### src/rtl/latch_arb_pkg.sv
// Shared types and default constants for the shared-latch write arbiter.
// The FSM state encoding is also visible on the top level's state_dbg output.
package latch_arb_pkg;

    typedef enum logic [1:0] {
        IDLE    = 2'd0,
        HOLD    = 2'd1,
        RELEASE = 2'd2
    } arb_state_t;

    localparam int DEF_N_REQ       = 4;
    localparam int DEF_WIDTH       = 8;
    localparam int DEF_HOLD_CYCLES = 2;

endpackage

### src/rtl/rr_pick.sv
// Combinational round-robin picker: the first set req bit after last_owner,
// wrapping modulo N_REQ, wins.
module rr_pick
    import latch_arb_pkg::*;
#(
    parameter int N_REQ = DEF_N_REQ,
    parameter int IDX_W = $clog2(N_REQ)
) (
    input  logic [N_REQ-1:0] req,
    input  logic [IDX_W-1:0] last_owner,
    output logic [N_REQ-1:0] winner_oh,
    output logic [IDX_W-1:0] winner_idx,
    output logic             valid
);

    logic [IDX_W-1:0] cand;

    always_comb begin
        valid      = 1'b0;
        winner_idx = '0;
        winner_oh  = '0;
        cand       = '0;
        // Offsets 1..N_REQ visit last_owner itself last, so it has lowest priority.
        for (int off = 1; off <= N_REQ; off++) begin
            cand = IDX_W'((int'(last_owner) + off) % N_REQ);
            if (!valid && req[cand]) begin
                valid      = 1'b1;
                winner_idx = cand;
            end
        end
        if (valid) begin
            winner_oh[winner_idx] = 1'b1;
        end
    end

endmodule

### src/rtl/latch_write_arbiter.sv
// Round-robin owner of a shared enable-gated latch: grants one requester,
// holds latch_en for HOLD_CYCLES clocks, then pulses ack to that requester.
module latch_write_arbiter
    import latch_arb_pkg::*;
#(
    parameter int N_REQ       = DEF_N_REQ,
    parameter int WIDTH       = DEF_WIDTH,
    parameter int HOLD_CYCLES = DEF_HOLD_CYCLES
) (
    input  logic                   clock,
    input  logic                   reset,
    input  logic [N_REQ-1:0]       req,
    input  logic [N_REQ*WIDTH-1:0] wdata,
    output logic [N_REQ-1:0]       grant,
    output logic [N_REQ-1:0]       ack,
    output logic                   busy,
    output logic                   latch_en,
    output logic [WIDTH-1:0]       latch_d,
    output logic [1:0]             state_dbg
);

    // Handshake: req is a level held until ack; a granted requester keeps its
    // wdata slice stable while grant is high; ack is a one-cycle commit pulse
    // and the requester either drops req at the next edge or re-arbitrates.

    localparam int IDX_W = $clog2(N_REQ);
    localparam int CNT_W = $clog2(HOLD_CYCLES + 1);
    localparam logic [CNT_W-1:0] CNT_LOAD = CNT_W'(HOLD_CYCLES - 1);
    localparam logic [IDX_W-1:0] LAST_RST = IDX_W'(N_REQ - 1);

    arb_state_t       state_q, state_d;
    logic [CNT_W-1:0] cnt_q, cnt_d;
    logic [N_REQ-1:0] grant_q, grant_d;
    logic [N_REQ-1:0] ack_q, ack_d;
    logic             en_q, en_d;
    logic [IDX_W-1:0] last_q, last_d;

    logic [N_REQ-1:0] pick_oh;
    logic [IDX_W-1:0] pick_idx;
    logic             pick_valid;

    rr_pick #(
        .N_REQ (N_REQ),
        .IDX_W (IDX_W)
    ) u_pick (
        .req        (req),
        .last_owner (last_q),
        .winner_oh  (pick_oh),
        .winner_idx (pick_idx),
        .valid      (pick_valid)
    );

    always_ff @(posedge clock or negedge reset) begin
        if (!reset) begin
            state_q <= IDLE;
            cnt_q   <= '0;
            grant_q <= '0;
            ack_q   <= '0;
            en_q    <= 1'b0;
            last_q  <= LAST_RST;
        end else begin
            state_q <= state_d;
            cnt_q   <= cnt_d;
            grant_q <= grant_d;
            ack_q   <= ack_d;
            en_q    <= en_d;
            last_q  <= last_d;
        end
    end

    always_comb begin
        state_d = state_q;
        cnt_d   = cnt_q;
        grant_d = grant_q;
        ack_d   = '0;
        en_d    = en_q;
        last_d  = last_q;
        case (state_q)
            IDLE: begin
                if (pick_valid) begin
                    state_d = HOLD;
                    grant_d = pick_oh;
                    en_d    = 1'b1;
                    cnt_d   = CNT_LOAD;
                    last_d  = pick_idx;
                end
            end
            HOLD: begin
                // Owner may drop req here; the write still runs to completion.
                if (cnt_q == '0) begin
                    state_d = RELEASE;
                    en_d    = 1'b0;
                    ack_d   = grant_q;
                end else begin
                    cnt_d = cnt_q - CNT_W'(1);
                end
            end
            RELEASE: begin
                state_d = IDLE;
                grant_d = '0;
            end
            default: begin
                state_d = IDLE;
                grant_d = '0;
                en_d    = 1'b0;
            end
        endcase
    end

    always_comb begin
        latch_d = '0;
        for (int i = 0; i < N_REQ; i++) begin
            if (grant_q[i]) begin
                latch_d = latch_d | wdata[i*WIDTH +: WIDTH];
            end
        end
    end

    assign grant     = grant_q;
    assign ack       = ack_q;
    assign latch_en  = en_q;
    assign busy      = (state_q != IDLE);
    assign state_dbg = state_q;

endmodule

### config.mk
export PLATFORM = sky130hd
export DESIGN_NAME = latch_write_arbiter
export DESIGN_NICKNAME = d
export VERILOG_FILES = /design/src/rtl/latch_arb_pkg.sv /design/src/rtl/rr_pick.sv /design/src/rtl/latch_write_arbiter.sv
export SDC_FILE = /design/constraint.sdc
export NUM_CORES = 1
export LEC_CHECK = 0
export CAP_MARGIN = 25
export CORE_MARGIN = 8
export CORE_UTILIZATION = 36
export CTS_CLUSTER_DIAMETER = 60
export DETAILED_ROUTE_END_ITERATION = 10
export PLACE_DENSITY = 0.8
export SLEW_MARGIN = 5
export SYNTH_ARGS = -nofsm -noshare
export SYNTH_HDL_FRONTEND = slang
export SYNTH_SLANG_ARGS = --single-unit
### constraint.sdc
create_clock -name clock -period 1.65 [get_ports clock]
set_input_delay 0.33 -clock clock [delete_from_list [all_inputs] [get_ports clock]]
set_output_delay 0.33 -clock clock [all_outputs]
set_load 0.02 [all_outputs]
---- After elaboration in Yosys (flattened, before gate mapping) ----
Cells that the tools add are included.
word-level totals
  bits in registers ....................... 15
  input port bits ......................... 38
  output and inout port bits .............. 20
operators by class
  add/sub/neg operators ................... 5
  order comparisons ....................... 6
  eq/ne operators ......................... 5
  multiplexer cells ....................... 34
  bitwise operators ....................... 5
  reductions and logical operators ........ 16
operators by type and width
  kind                   number
  $mux W8                4
  $or A8 B8 Y8           3
  $lt A2 B3 Y1 const B   5
  $mux W2                7
  $mux W4                3
  $mux W1                11
  $bmux W1 S2            4
  $pmux W2 S2            2
  $pmux W4 S2            1
  $ne A2 B2 Y1 const B   3
  $reduce_and A2 Y1      3
  $reduce_and A3 Y1      2
  $add A2 B1 Y2 const B  2
  $add A2 B2 Y2 const B  2
  $logic_and A1 B1 Y1    4
  $logic_not A2 Y1       2
  $reduce_bool A2 Y1     2
  $logic_not A1 Y1       3
  $pmux W1 S3            1
  $demux W1 S2           1
  $eq A2 B1 Y1 const B   1
  $eq A2 B2 Y1 const B   1
  $ge A2 B1 Y1 const B   1
  $not A1 Y1             2
  $sub A2 B1 Y2 const B  1

---- Logic depth before layout (Yosys ltp) ----
  depth in word-level cells ............... 19
  gate-level depth with buffers ........... 5
  mapped depth without buffers ............ 5

---- By module ----
Synthesis repeated with hierarchy kept, for this count alone.
unflattened totals
  cell total of the unflattened synthesis .. 116
  area total of the unflattened synthesis .. 1,023.5 µm²
by module, submodules not included
  module               times used  cells an instance  area each (µm²)  seq. area each (µm²)
  latch_write_arbiter  1           82                 800.8            377.9
  rr_pick              1           34                 222.7            0.0

---- Worst setup path before layout ----
Ideal clock, no wire load.
  kind .................................... flip-flop to flip-flop
  from .................................... register last_q[1]
  to ...................................... register grant_q[3], in the netlist grant[3]
  setup time .............................. 143 ps
  arrival time ............................ 1,303 ps
  required time ........................... 1,507 ps
  slack ................................... 204 ps
  stages on the path, launching flop included .. 6
  path buffers ............................ 1
  clock period less this slack ............ 1,446 ps
  cell sequence ........................... dfstp_2 > buf_2 > mux2i_1 > nor2_1 > nor3_1 > o32ai_1
on the way
  word-level cells in the longest chain between the ends .. 19
  elaborated cells on any way between the ends .. 35
  classes of those cells .................. 4 x add/sub; 2 x order compare; 1 x eq/ne; 20 x mux; 8 x reduce/logical
RTL lines
  item                                                                line                       text
  start, declared                                                     latch_write_arbiter.sv:36  logic [IDX_W-1:0] last_q, last_d;
  start signal, assigned                                              latch_write_arbiter.sv:67  last_q <= last_d;
  $add A2 B1 Y2                                                       rr_pick.sv:25              cand = IDX_W'((int'(last_owner) + off) % N_REQ);
  $bmux W1 S2                                                         rr_pick.sv:26              if (!valid && req[cand]) begin
  $mux W1 (implied by the code)                                       rr_pick.sv:26
  $mux W1                                                             rr_pick.sv:26
  $logic_not A1 Y1                                                    rr_pick.sv:26
  $logic_and A1 B1 Y1                                                 rr_pick.sv:26
  $mux W1                                                             rr_pick.sv:26
  $logic_not A1 Y1                                                    rr_pick.sv:26
  [3 not listed]                                                      n/a
  $logic_and A1 B1 Y1                                                 rr_pick.sv:26
  $mux W2                                                             rr_pick.sv:26
  $lt A2 B3 Y1 (implied by the code) or $ge A2 B1 Y1 (tied branches)  rr_pick.sv:32              winner_oh[winner_idx] = 1'b1;
  $logic_and A1 B1 Y1 (implied by the code)                           rr_pick.sv:32
  $mux W1 (implied by the code)                                       rr_pick.sv:32
  $demux W1 S2                                                        n/a
  $mux W4                                                             latch_write_arbiter.sv:80  if (pick_valid) begin
  $pmux W4 S2                                                         latch_write_arbiter.sv:78  case (state_q)
  end signal, assigned                                                latch_write_arbiter.sv:64  grant_q <= grant_d;
  end, declared                                                       latch_write_arbiter.sv:33  logic [N_REQ-1:0] grant_q, grant_d;
Parallel ways exist; a longest one is shown, timed or not. The select of a mux whose other input is x is not followed.
A chain may end at the register's enable or synchronous reset.

---- Final worst setup path ----
  from .................................... register grant_q[0], in the netlist grant[0]
  to ...................................... output port grant[0]
RTL lines
  item           line                       text
  end, declared  latch_write_arbiter.sv:14  output logic [N_REQ-1:0] grant,
No word-level cell between the ends.

==> metrics.txt <==
largest family of logic cells by synthesized area=compound AO/OA/AOI/OAI gates; R2R cell count=4; Synth Area in Adders=1.321%; Final Core Density=67.47%; CP Launch Type=register; max_cap viols=0; Residual DRC=0; post-detailed-route wirelength per cell=16.44 um; post-synthesis simple-gate area fraction=23.25%; critical-path cell list=buf_6 > buf_4 > clkdlybuf4s15_2; slowest stage cell, crit path=dfrtp_2; first-pass GRT wire length=4.864 mm; R2R Path Start=last_q[1]; Clock Sink Count=15; Crit path max-delay family=buffers and inverters; reg-to-reg endpoint=grant[3]; Hold Vio Cnt, Final=0; GPL Wtd Cong=0.8554; DRT iter0 DRCs=53; total routed wirelength=3.353 mm; P&R area growth vs syn=76.49%; max_slew headroom=74.49%; Layout Cells excl Fill=204; fin crit share=98.51%; # placed instances=195; ANT nets after route=0; Compound-Gate Fraction of Synth Area=26.82%; yosys synthesis warning count=0; clk_skew=0.003014 ns; Max Clock Freq=615.2 MHz; Vias=1077; DR vias/cell=5.279; DPL Wire Length=2.590 mm; nature of the critical path endpoint=primary output; fin nets=214; unrepaired setup endpoints after global routing=yes; I/O Buffers=57; die height=67.30 um; worst slew pin tran=0.3797 ns; crit path DAT=1.30 ns; Setup Crit Path Kind=register to primary output; minimum clock period after layout=1.625 ns; sequential fraction of the synthesis area=39.89%; CTS tree=yes; clock root cell=clkbuf_4; mux share of post-synthesis cell area=2.246%; WP buf/inv=3; Worst path max stage delay=0.47 ns; CTS Hold Bufs=0; Levels on crit path=3; total track usage=13.54%; Core Box Area=2477 sq um; PnR Total Power=0.002827 W; n_diodes=0; Pleak=0.7546 nW; status=complete, no violations; share of cells above drive strength 1=25.29%; starting density of the core=38.23%; XOR/XNOR share of the synthesized area=0%; initial antenna violation count=0; Syn Nets=141; Clock Latency Late Sink=0.28 ns; die area=4529 sq um; hold slack=0.3548 ns; H-tree levels=1; min-delay worst type=input port to async pin; synth unique cells=32; clk slew on worst S/H paths=0.08 ns; synthesized area=947.2 sq um; PD cells=1691 nW/um^2; Site Rows=18; setup_tns=0 ns; maximum vdd drop=1.203 mV; Mapped Cells=102; total global routing overflow=0; die width=67.30 um; Pins Over Slew Limit=0; CTS max path bufs=2; crit path max fanout=6; vias in the first global route=1091; largest net degree at the start of global routing=16; setup slack, reg-to-reg=0.11 ns; #FFs+latches synth=15; drt pass-1 iters=4; CTS buffer count=3; Ports=58; Avg Cell Area, Syn=9.286 sq um; Final Setup Violations=0; Worst EP required=1.32 ns
==> layout by cell type (no fill, tap or decap), types with 2 or more instances in the layout <==
master / netlist / layout
nor2_1: 7 / 7
nor3_1: 5 / 5
dfrtp_1: 13 / 10
dlygate4sd2_1: 0 / 6
inv_1: 5 / 5
clkdlybuf4s50_1: 0 / 42
o21ai_0: 4 / 4
dfstp_2: 2 / 2
buf_6: 2 / 6
dfrtp_2: 0 / 3
a22oi_1: 17 / 14
a22oi_2: 0 / 3
a21o_1: 2 / 2
clkbuf_4: 0 / 3
o32ai_1: 2 / 2
nand2_1: 15 / 15
and2_1: 2 / 2
buf_4: 1 / 15
nand2b_1: 2 / 2
buf_2: 1 / 3
a21oi_1: 4 / 4
or2_4: 2 / 2
==> where the power goes <==
group	total, W	switching [W]	internal [W]
clock network	0.000203	0.000109	0.0000937
registers	0.000703	0.000172	0.000531
logic	0.00192	0.000979	0.000941
==> worst max-delay path by stage <==
stage                          from         end  slack [ns]
after floorplan           last_q[1]    grant[3]        0.20
final                      grant[0]    grant[0]        0.02
after CTS                  grant[1]  latch_d[1]       -0.01
after global routing       grant[0]  latch_d[7]       -0.01
after detailed placement   wdata[6]  latch_d[6]       -0.27
after global placement     wdata[4]  latch_d[4]       -0.24
==> layer usage <==
layer	wire length, um	GRT usage, %
met5	0	0
met4	17	3.655
met3	417	3.808
met2	1343	21.15
met1	1575	17.90
==> stage by stage <==
stage               setup slack (ns)  cell area [sq um]
floorplan                     0.2036              947.2
global placement             -0.2397               1603
detailed placement           -0.2700               1603
CTS                         -0.01346               1633
global route                -0.01095               1672
finish                       0.02451               1672
==> worst register-to-register path: stages, from the launching register on <==
cell	delay, ns
dfstp_2	0.63
mux2i_1	0.21
nor2_1	0.07
nor3_1	0.34
o32ai_1	0.16
==> synth_stat cells, drive strengths merged <==
master   number  share of area, %
and2          2               1.3
a22oi        17                13
nor4          1               2.2
nor2          7               2.8
nor3b         1              0.79
clkbuf        2              0.79
nand2b        3               2.8
or2b          1              0.79
nor3          5               2.6
o21bai        1              0.79
dfstp         2               5.5
or3           1              0.66
ha            1               1.3
dfrtp        13                34
inv           5               2.0
a31oi         1               2.2
nand2        15               5.9
o2111ai       1              0.92
mux2          1               1.2
or2           2               1.8
nor2b         1              0.66
a21o          2               1.6
a21oi         4               2.1
o32ai         3               3.6
mux2i         1               1.1
nand3b        1              0.79
buf           4               3.7
o21ai         4               2.1
==> logic make-up after synthesis <==
kind of cell	after synthesis
simple gates	40
compound gates	33
flops	15
buf+inv	11
mux	2
fa+ha+maj	1
==> flip-flops by register name, indices dropped and copies added, names as in the netlist <==
register and flops:
ack 4, latch_en 1, state_dbg 2, cnt_q 2, last_q 2, grant 4
==> final cells by class <==
class	count	area, sq um
repair buffers	74	684.4
inverters	5	18.77
fillers	208	805.8
multi-input cells	76	523.0
clock buffers	4	26.28
well taps	30	37.54
flip-flops and latches	15	381.6
==> what timing repair did <==
| action | CTS | global route |
|---|---|---|
| pin swaps | 0 | 1 |
| resized for setup | 41 | 19 |
| hold endpoints to repair | 0 | 0 |
| setup buffers | 3 | 2 |
| endpoints found under the setup margin | 15 | 9 |
Power figures use the tool's default switching activity.
==> variant (config.mk and constraints unchanged) <==
The package constant `DEF_HOLD_CYCLES` goes from 2 to 4.
--- a/src/rtl/latch_arb_pkg.sv
+++ b/src/rtl/latch_arb_pkg.sv
@@ -10,7 +10,7 @@
 
     localparam int DEF_N_REQ       = 4;
     localparam int DEF_WIDTH       = 8;
-    localparam int DEF_HOLD_CYCLES = 2;
+    localparam int DEF_HOLD_CYCLES = 4;
 
 endpackage
 
Function: changed (a bounded check fails within 4 cycles, from zero or initial values and one cycle with reset low).
==> variant against the unedited design <==
  * First-iteration DRC count increased by 30%
  * Register-to-register slack improved by 0.12 ns
  * Via count increased by 2.2%
  * Sequential cell count increased by 1
  * Routed wire length increased by 0.72%
  * Setup slack improved by 0.024 ns
  * Final cell count decreased by 0.49%
  * Design area unchanged
  * Total power decreased by 20%
  * Synthesized area increased by 0.92%
==> variant: results (changes against the unedited design) <==
| Metric | Value |
|---|---|
| Status | `complete, no violations` |
| Compound-gate portion of the synthesized area | `0.270 (+0.00147)` |
| Post-synthesis mux area share | `0.0105 (-0.0120)` |
| Largest net degree at the start of global routing | `16 (unchanged)` |
| Seq/Total Area, Yosys | `0.421 (+0.0225)` |
| Fraction of layout cells with a size suffix above 1 | `0.231 (-0.0217)` |
| Routed length per placed instance | `16.6 um (+1.2%)` |
| Synth top cells by count | `16 x a22oi_1, 14 x dfrtp_1, 9 x nand2_1` |
| WHS | `0.246 ns (-0.109 ns)` |
| Worst R2R Setup Slack | `0.23 ns (+0.12 ns)` |
| HPWL Detailed | `2770 um (+6.8%)` |
| Peak supply drop | `1.07 mV (-11%)` |
| Post-CTS Setup Bufs | `0 (-3)` |
| XOR/XNOR Fraction of Synth Area | `0 (unchanged)` |
| Routability cong. | `0.849 (-0.70%)` |
| Clk_lat worst skew | `0.30 ns (+0.02 ns)` |
| Worst Path Max Fanout | `3 (-3)` |
| Final core occ | `0.669 (-0.00608)` |
| Synth area leaders | `dfrtp_1 37%, a22oi_1 13%, dfstp_2 5.5%, o32ai_1 3.7%, nand2_1 3.5%` |
| Root Driver | `clkbuf_4` |
| DR iter-0 viols | `69 (+30%)` |
| Post-synthesis adder-cell area fraction | `0.0262 (+0.0130)` |
| Final WL | `3380 um (+0.72%)` |
| Global-route wire length before repair | `5270 um (+8.4%)` |
| Vias in the first global route | `1,134 (+3.9%)` |
| Crit-path max cell delay | `0.61 ns (+0.14 ns)` |
| Relative slew slack | `0.793 (+0.0485)` |
| Area of placed instances | `0.00166 mm2 (+3.6%)` |
| Distinct cells, synth | `31 (-3.1%)` |
| Via-per-instance ratio | `5.42 (+2.7%)` |
| Syn Nets | `142 (+0.71%)` |
| Leakage | `0.771 nW (+2.2%)` |
| Slowest-stage cell, CP | `clkdlybuf4s50_1` |
| Crit path from | `state_dbg[0]$_DFFE_PN0P_` |
| Fillers | `193 (-7.2%)` |
| Clock transition at path regs | `0.10 ns (+0.02 ns)` |
| Final Skew | `0.00970 ns (+0.00669 ns)` |
| Post-Place Cells | `199 (+2.1%)` |
| Total GRT Usage | `0.148 (+0.0125)` |
==> variant: changes by cell type after synthesis, moves of 3 or more <==
cell	change
clkbuf_1	+3
nand2b_1	+3
nand2_1	-6
inv_1	+3
nor4_1	+4
o21ai_1	+3
nor3_1	-5
==> variant: worst max path at each step <==
stage / to / slack [ns] / depth (start not counted)
5_1_grt: latch_d[1] / -0.008 / 4
3_5_place_dp: latch_d[0] / -0.26 / 4
4_1_cts: latch_en / 0.004 / 1
2_1_floorplan: busy / 0.22 / 2
3_3_place_gp: latch_d[1] / -0.23 / 4
6_report: state_dbg[0] / 0.05 / 1
==> variant: cell families (layout without fill, tap and decap cells) <==
family          after synthesis  after routing
compound gates               36             36
buf+inv                      15             86
flops                        16             16
fa+ha+maj                     2              2
simple gates                 32             32
mux                           1              1
==> variant: final cells by class <==
| type | count | share of cell area |
|---|---|---|
| clock buffer | 4 | 0.0217 |
| inverter | 9 | 0.0202 |
| multi-input combinational | 71 | 0.302 |
| sequential | 16 | 0.243 |
| tap | 30 | 0.0225 |
| timing repair buffer | 73 | 0.391 |
==> variant: timing repair <==
| item | CTS | global route |
|---|---|---|
| gates resized for setup | 40 | 5 |
| endpoints found under the setup margin | 13 | 6 |
| endpoints found under the hold margin | 0 | 0 |
==> variant: metrics by stage <==
step | setup slack (ns) | power (mW)
2_1_floorplan | 0.224 | 1.42
4_1_cts | 0.00372 | 2.25
3_5_place_dp | -0.264 | 2.08
6_report | 0.0485 | 2.25
3_3_place_gp | -0.230 | 2.03
5_1_grt | -0.00847 | 2.41
==> variant: report_power, final <==
part,switching [mW],internal (mW)
clock,0.134,0.135
combinational,0.690,0.625
sequential,0.128,0.537
total,0.953,1.30
==> variant: per-layer routing <==
metal,global-route usage,share of wire,up-vias
li1,-,-,519
met1,0.180,0.44,511
met2,0.247,0.43,65
met3,0.0397,0.11,6
met4,0.0470,0.011,0
met5,0,0,-
